--- src/rtl/load_store_unit.sv ---
// load_store_unit: memory-access stage placed after the ALU.
// It accepts one load or store at a time and drives a word-wide req/gnt/rvalid
// data bus. Stores get byte enables and lane-replicated write data. Loads get the
// addressed lane, sign- or zero-extended. Misaligned, illegal and timed-out
// accesses complete with resp_err set.
module load_store_unit #(
   parameter int unsigned TIMEOUT_CYCLES = 255
) (
   input  logic        clk,
   input  logic        rst,
   input  logic        req_valid,
   output logic        req_ready,
   input  logic        is_store,
   input  logic [2:0]  funct3,
   input  logic [31:0] addr,
   input  logic [31:0] wdata,
   output logic        resp_valid,
   output logic [31:0] resp_rdata,
   output logic        resp_err,
   output logic        mem_req,
   output logic        mem_we,
   output logic [31:0] mem_addr,
   output logic [3:0]  mem_be,
   output logic [31:0] mem_wdata,
   input  logic        mem_gnt,
   input  logic        mem_rvalid,
   input  logic [31:0] mem_rdata
);

   typedef enum logic [1:0] {IDLE, ISSUE, WAIT, DONE} state_t;

   state_t      state_q, state_d;
   logic [31:0] cnt_q, cnt_d;
   logic        is_store_q, is_store_d;
   logic [2:0]  funct3_q, funct3_d;
   logic [1:0]  off_q, off_d;
   logic        mem_we_q, mem_we_d;
   logic [31:0] mem_addr_q, mem_addr_d;
   logic [3:0]  mem_be_q, mem_be_d;
   logic [31:0] mem_wdata_q, mem_wdata_d;
   logic [31:0] rdata_q, rdata_d;
   logic        err_q, err_d;

   logic        accessErr;
   logic [3:0]  laneBe;
   logic [31:0] laneData;
   logic [31:0] loadData;
   logic [7:0]  byteSel;
   logic [15:0] halfSel;
   logic        expired;

   // Decode an incoming request into its error status and bus lane pattern.
   // The width code funct3[1:0] selects byte, half or word.
   always_comb begin
      accessErr = 1'b0;
      laneBe    = 4'b1111;
      laneData  = wdata;
      if (is_store) begin
         if (funct3[2]) accessErr = 1'b1;
      end else if (funct3 == 3'b011 || funct3 == 3'b110 || funct3 == 3'b111) begin
         accessErr = 1'b1;
      end
      case (funct3[1:0])
         2'b00: begin
            laneBe   = 4'b0001 << addr[1:0];
            laneData = {4{wdata[7:0]}};
         end
         2'b01: begin
            if (addr[0]) accessErr = 1'b1;
            laneBe   = addr[1] ? 4'b1100 : 4'b0011;
            laneData = {2{wdata[15:0]}};
         end
         default: begin
            if (addr[1:0] != 2'b00) accessErr = 1'b1;
         end
      endcase
      if (!is_store) begin
         laneBe   = 4'b1111;
         laneData = 32'd0;
      end
   end

   // Pick the addressed lane from the returned word and extend it.
   // funct3[2] set means zero-extension (LBU/LHU).
   always_comb begin
      byteSel  = mem_rdata[7:0];
      halfSel  = off_q[1] ? mem_rdata[31:16] : mem_rdata[15:0];
      case (off_q)
         2'b01:   byteSel = mem_rdata[15:8];
         2'b10:   byteSel = mem_rdata[23:16];
         2'b11:   byteSel = mem_rdata[31:24];
         default: byteSel = mem_rdata[7:0];
      endcase
      case (funct3_q[1:0])
         2'b00:   loadData = {{24{byteSel[7] & ~funct3_q[2]}}, byteSel};
         2'b01:   loadData = {{16{halfSel[15] & ~funct3_q[2]}}, halfSel};
         default: loadData = mem_rdata;
      endcase
   end

   // The timeout counter holds the cycles already spent in ISSUE/WAIT, so the
   // current cycle is number cnt_q+1. Zero disables the timeout.
   assign expired = (TIMEOUT_CYCLES != 0) && ((cnt_q + 32'd1) >= TIMEOUT_CYCLES);

   // Next-state logic. A grant or read-valid in the same cycle beats a timeout.
   // Errors are detected on accept and go straight to DONE without touching the bus.
   always_comb begin
      state_d     = state_q;
      cnt_d       = cnt_q;
      is_store_d  = is_store_q;
      funct3_d    = funct3_q;
      off_d       = off_q;
      mem_we_d    = mem_we_q;
      mem_addr_d  = mem_addr_q;
      mem_be_d    = mem_be_q;
      mem_wdata_d = mem_wdata_q;
      rdata_d     = rdata_q;
      err_d       = err_q;
      case (state_q)
         IDLE: begin
            if (req_valid) begin
               is_store_d  = is_store;
               funct3_d    = funct3;
               off_d       = addr[1:0];
               mem_we_d    = is_store;
               mem_addr_d  = {addr[31:2], 2'b00};
               mem_be_d    = laneBe;
               mem_wdata_d = laneData;
               if (accessErr) begin
                  state_d = DONE;
                  err_d   = 1'b1;
                  rdata_d = 32'd0;
               end else begin
                  state_d = ISSUE;
                  cnt_d   = 32'd0;
               end
            end
         end
         ISSUE: begin
            cnt_d = cnt_q + 32'd1;
            if (mem_gnt) begin
               if (is_store_q) begin
                  state_d = DONE;
                  err_d   = 1'b0;
                  rdata_d = 32'd0;
               end else begin
                  state_d = WAIT;
               end
            end else if (expired) begin
               state_d = DONE;
               err_d   = 1'b1;
               rdata_d = 32'd0;
            end
         end
         WAIT: begin
            cnt_d = cnt_q + 32'd1;
            if (mem_rvalid) begin
               state_d = DONE;
               err_d   = 1'b0;
               rdata_d = loadData;
            end else if (expired) begin
               state_d = DONE;
               err_d   = 1'b1;
               rdata_d = 32'd0;
            end
         end
         default: state_d = IDLE;
      endcase
   end

   // State and datapath registers. Reset aborts any access in flight.
   always_ff @(posedge clk or posedge rst) begin
      if (rst) begin
         state_q     <= IDLE;
         cnt_q       <= 32'd0;
         is_store_q  <= 1'b0;
         funct3_q    <= 3'd0;
         off_q       <= 2'd0;
         mem_we_q    <= 1'b0;
         mem_addr_q  <= 32'd0;
         mem_be_q    <= 4'd0;
         mem_wdata_q <= 32'd0;
         rdata_q     <= 32'd0;
         err_q       <= 1'b0;
      end else begin
         state_q     <= state_d;
         cnt_q       <= cnt_d;
         is_store_q  <= is_store_d;
         funct3_q    <= funct3_d;
         off_q       <= off_d;
         mem_we_q    <= mem_we_d;
         mem_addr_q  <= mem_addr_d;
         mem_be_q    <= mem_be_d;
         mem_wdata_q <= mem_wdata_d;
         rdata_q     <= rdata_d;
         err_q       <= err_d;
      end
   end

   assign req_ready  = (state_q == IDLE) & ~rst;
   assign resp_valid = (state_q == DONE);
   assign resp_rdata = rdata_q;
   assign resp_err   = err_q;
   assign mem_req    = (state_q == ISSUE);
   assign mem_we     = mem_we_q;
   assign mem_addr   = mem_addr_q;
   assign mem_be     = mem_be_q;
   assign mem_wdata  = mem_wdata_q;

endmodule

--- config.mk ---
export PLATFORM = sky130hd
export DESIGN_NAME = load_store_unit
export DESIGN_NICKNAME = d
export VERILOG_FILES = /design/src/rtl/load_store_unit.sv
export SDC_FILE = /design/constraint.sdc
export NUM_CORES = 1
export LEC_CHECK = 0
export BUFFER_PORTS_ARGS = -buffer_cell sky130_fd_sc_hd__buf_4
export CORE_MARGIN = 10
export CORE_UTILIZATION = 40
export DETAILED_ROUTE_END_ITERATION = 8
export PLACE_DENSITY = 0.61
export SYNTH_ARGS = -nofsm -noshare
export SYNTH_HDL_FRONTEND = slang
export SYNTH_SLANG_ARGS = --single-unit
--- constraint.sdc ---
create_clock -name clk -period 10.55 [get_ports clk]
set_input_delay 2.11 -clock clk [delete_from_list [all_inputs] [get_ports clk]]
set_output_delay 2.11 -clock clk [all_outputs]
set_load 0.01 [all_outputs]
# Yosys cells after proc, flatten, opt, wreduce, memory -nomap -nowiden
# Cells that the tools add are included.
[op_classes] addsub=1 muxes=38 n_lt_le_gt_ge=1 n_eq_ne=15 shift=1 n_bitwise=5 n_reduce_logical=12
[ops] cell="32-bit two-way mux" n=9
[ops] cell="32-bit case mux with 2 select lines" n=3
[ops] cell="32-bit case mux with 3 select lines" n=1
[ops] cell="32-bit by 1-bit adder with 32-bit output, second input constant" n=1
[ops] cell="32-bit by 8-bit greater-or-equal comparator with 1-bit output, second input constant" n=1
[ops] cell="8-bit case mux with 3 select lines" n=1
[ops] cell="16-bit two-way mux" n=1
[ops] cell="1-bit two-way mux" n=12
[ops] cell="2-bit two-way mux" n=5
[ops] cell="2-bit by 1-bit == test with 1-bit output, second input constant" n=4
[ops] cell="2-bit == test, second input constant" n=4
[ops] cell="4-bit two-way mux" n=2
[ops] cell="4-bit case mux with 2 select lines" n=1
[ops] cell="3-bit == test, second input constant" n=2
[ops] cell="2-bit logical NOT" n=3
[ops] cell="2-bit inequality test, second input constant" n=3
[ops] cell="2-bit case mux with 3 select lines" n=1
[ops] cell="4-bit AND reduction" n=1
[ops] cell="2-bit nonzero test" n=2
[ops] cell="1-bit by 2-bit left shift with 4-bit output, first input constant" n=1
[ops] cell="1-bit AND" n=3
[ops] cell="3-bit by 2-bit == test with 1-bit output, second input constant" n=1
[ops] cell="3-bit by 2-bit inequality test with 1-bit output, second input constant" n=1
[ops] cell="1-bit case mux with 3 select lines" n=1
[ops] cell="7 further kinds" n=9
[totals] register_bits=139 output_inout_bits=105 elab_cells=83 in_bits=105

# Depth between registers and ports, before layout
[logic_depth] ltp_word=10 ltp_mapped=11 ltp_nobuf=10

# Worst setup path before layout
# OpenSTA, ideal clock, no wires.
[synth_path] path_kind="input port to output port" start="in rst" end="out req_ready" stages=1 arrival_ns=2.267 required_ns=8.440 path_slack_ns=6.173 cell_sequence="nor2_1"
[synth_via] elab_chain_len=2
[synth_lines] item="start, declared" line="10" rtl="input logic rst,"
[synth_lines] item="1-bit inverter" line="200" rtl="assign req_ready = (state_q == IDLE) & ~rst;"
[synth_lines] item="1-bit AND" line="200"
[synth_lines] item="end, declared" line="12" rtl="output logic req_ready,"
# Every way passes these cells.

# Worst setup path in the final report
[layout_path] start="in funct3[1]" end="reg rdata_q[16] (netlist: resp_rdata[16])"
[layout_via] elab_chain_len=9 elab_cells_between_ends=14 classes_between="5 x eq/ne; 5 x mux; 4 x reduce/logical"
[layout_lines] item="start, declared" line="14" rtl="input logic [2:0] funct3,"
[layout_lines] item="3-bit by 2-bit == test with 1-bit output / 3-bit == test (equally long branches)" line="60" rtl="end else if (funct3 == 3'b011 || funct3 == 3'b110 || funct3 == 3'b111) begin"
[layout_lines] item="1-bit logical OR (2 in series)" line="60"
[layout_lines] item="1-bit two-way mux" line="60"
[layout_lines] item="1-bit two-way mux" line="58" rtl="if (is_store) begin"
[layout_lines] item="1-bit two-way mux (on tied branches)" line="74, 69"
[layout_lines] item="1-bit case mux with 2 select lines (*)" line="63" rtl="case (funct3[1:0])"
[layout_lines] item="2-bit inequality test (no line) (*)"
[layout_lines] item="4-bit AND reduction (no line) (*)"
[layout_lines] item="end signal, assigned" line="195" rtl="rdata_q <= rdata_d;"
[layout_lines] item="end, declared" line="41" rtl="logic [31:0] rdata_q, rdata_d;"
# Every way passes the cells marked *; elsewhere a longest branch is shown, timed or not.
# A chain may end at the register's enable or synchronous reset.

==> flow_summary.json <==
{
  "ys_warn_count": 0,
  "avgSynthCellArea_um2": 8.167,
  "vias": 7808,
  "hp-class": "reg2reg",
  "power_leakage_uw": 0.004751,
  "track_usage": 0.2041,
  "cts_tree": "built",
  "drt_iter0_markers": 531,
  "drt_wl_total_mm": 26.94,
  "met1_usage": 0.2632,
  "area_growth_pct": 28.98,
  "core_area_um2": 19590,
  "cts_setup_buffers": 0,
  "synth-edff-count": 0,
  "grt_pass1_wl_mm": 43.11,
  "slew_violations": 0,
  "synth-seq-cells": 139,
  "cts_hold_buf": 0,
  "post_cts_resized": 0,
  "start_util": 0.4081,
  "hold_start": "mem_wdata[1]",
  "dp_worst_setup_slack_ps": 5067,
  "status": "finished clean",
  "start_kind": "input port",
  "slew_headroom": 0.2686,
  "ir_worst_vdd_uv": 161.6,
  "rows": 51,
  "yosysMostFrequentCell": "nand2_1",
  "fp.dieH_um": 161.4,
  "path_clk_slew_ps": 70,
  "cp_slowest_stage_delay_ps": 870,
  "antenna_found_initial": 0,
  "synth_top_area_frac": 0.4351,
  "finalCritPeriodShare": 0.4877,
  "first_global_vias": 7605,
  "hpwlAfterDp_mm": 19.18,
  "worst_slack_ps": 5405,
  "crit_fanout": 39,
  "end_kind": "flip-flop",
  "rsz0062_at_grt": "false",
  "vias_per_cell": 5.475,
  "async_flop_share": 1.000,
  "timing.rr.start": "cnt_q[0]",
  "fmax_mhz": 194.4,
  "ant_nets": 0,
  "pin_count": 210,
  "insertedDiodeCount": 0,
  "worstSetupPathType": "in2reg",
  "drc": 0,
  "h-tree-depth": 4,
  "dieArea_um2": 26040,
  "cp.arrival_ps": 5450,
  "grt_use_met3": 0.07677,
  "grt_most_used_layer": "met2",
  "finalSetupTns_ps": 0,
  "avgRoutedWirePerCell_um": 18.89,
  "io_buffers": 207,
  "finalSetupViolCount": 0,
  "hold_viol": 0,
  "syn_area_um2": 7995,
  "synth_area_leaders": "dfrtp_1, nand2_1, o21ai_0, mux2i_1, nor2_1",
  "clk_path_buf_depth": 2,
  "netlist_instances": 979,
  "dr.pass1.iters": 5,
  "crit_path_cell_trace": "buf_4, nor2_1, o211ai_1, o221ai_4, buf_4, nor2_1, o21ai_0, or4_1, o311ai_1",
  "ys_top_cells_by_count": "nand2_1, dfrtp_1, o21ai_0",
  "clockRootBuffer": "clkbuf_16",
  "clk_latency_ps": 430,
  "clock_sinks": 139,
  "die_w_um": 161.4,
  "required_ps": 10860,
  "synthFlopType": "dfrtp_1",
  "grt_start_max_net_pins": 75,
  "overflow": 0,
  "layout-drive-gt1-share": 0.2343,
  "yosysSeqAreaShare": 0.4351,
  "place_congestion": 0.8688,
  "slowest_stage": "nor2_1",
  "finalCoreUtilization": 0.5264,
  "drv_cap": 0,
  "groute.layer.met2.usage": 0.3143,
  "worst_pin_slew_ps": 1093,
  "netlist-cell-type-count": 59,
  "numCtsBuffers": 17,
  "nets": 1259,
  "min_period_ps": 5145,
  "synth_top_area_cell": "dfrtp_1",
  "powerDensity_nw_per_um2": 260.1,
  "clock_skew_ps": 11.19,
  "critPathLaunch": "funct3[1]"
}
flip-flops by register name (all words and copies together) (netlist names):
name        cells
cnt_q          32
funct3_q        3
mem_addr       30
mem_be          4
mem_wdata      32
mem_we          1
off_q           2
resp_err        1
resp_rdata     32
state_q         2
power by group:
group	internal [uW]	switching (uW)
sequential	698	140
clock	361	260
combinational	455	768
total	1510	1170
layout make-up:
type / instances / area [um2]
fillers: 1896 / 9278
multi-input cells: 735 / 4125
flip-flops and latches: 139 / 3478
repair buffers: 217 / 1629
clock buffers: 19 / 442.9
well taps: 265 / 331.6
clock inverters: 13 / 157.7
inverters: 38 / 147.6
routing by layer:
metal / part of all wire / up-vias
li1: - / 3791
met1: 0.43 / 3746
met2: 0.47 / 241
met3: 0.092 / 30
met4: 0.013 / 0
met5: 0 / -
stage by stage:
stage / hold slack, ps / area, um2 / power (uW) / cells
3_5_place_dp: 460.9 / 9712 / 2076 / 1394
6_report: 471.9 / 10310 / 2682 / 1426
4_1_cts: 476.7 / 10310 / 2703 / 1426
5_1_grt: 494.5 / 10310 / 2885 / 1426
3_3_place_gp: 453.9 / 9712 / 2063 / 1394
2_1_floorplan: 469.2 / 7999 / 1515 / 980
final timing paths:
check                                 end  slack [ps]  cells past startpoint
setup / recovery           resp_rdata[16]        5400                      9
hold / removal               mem_wdata[1]         470                      2
setup reg to reg               state_q[1]        6470                      9
hold reg to reg              mem_wdata[1]         470                      2
max in group asynchronous  resp_rdata[13]        7360                      3
min in group asynchronous    mem_addr[21]        1780                      2
critical path, delay by kind of cell:
kind,cells,cell delay [ps]
AOI/OAI and AO/OA,4,1000
buffers and inverters,2,590
and+or+nand+nor,3,1710
cells by family (layout without fill, tap and decap cells):
group / Yosys count / in the layout / synth area share
other: 1 / 2 / 0.0004690
AOI/OAI and AO/OA: 242 / 242 / 0.1881
xor gates and xnor gates: 9 / 9 / 0.009860
buffers and inverters: 106 / 287 / 0.05258
adders and majority gates: 6 / 6 / 0.009389
DFF: 139 / 139 / 0.4351
and+or+nand+nor: 440 / 440 / 0.2574
muxes: 36 / 36 / 0.04710
placed cells by master, fill, tap and decap left out, types with 6 or more instances in the layout:
cell type  instances
nand2_1          217
buf_4            217
dfrtp_1          139
o21ai_0          113
nor2_1            67
a21oi_1           37
inv_1             36
mux2i_1           32
nand3_1           28
and3_1            20
nor3_1            17
or4_1             17
clkbuf_16         17
nand4_1           16
o311ai_1          16
nand2b_1          14
o31ai_1           13
a22oi_1           11
nor2b_1            9
nor4_1             7
a22o_1             7
xnor2_1            6
or3_1              6
o311a_1            6
ha_1               6
No activity file was read; power rests on OpenSTA's default activity.
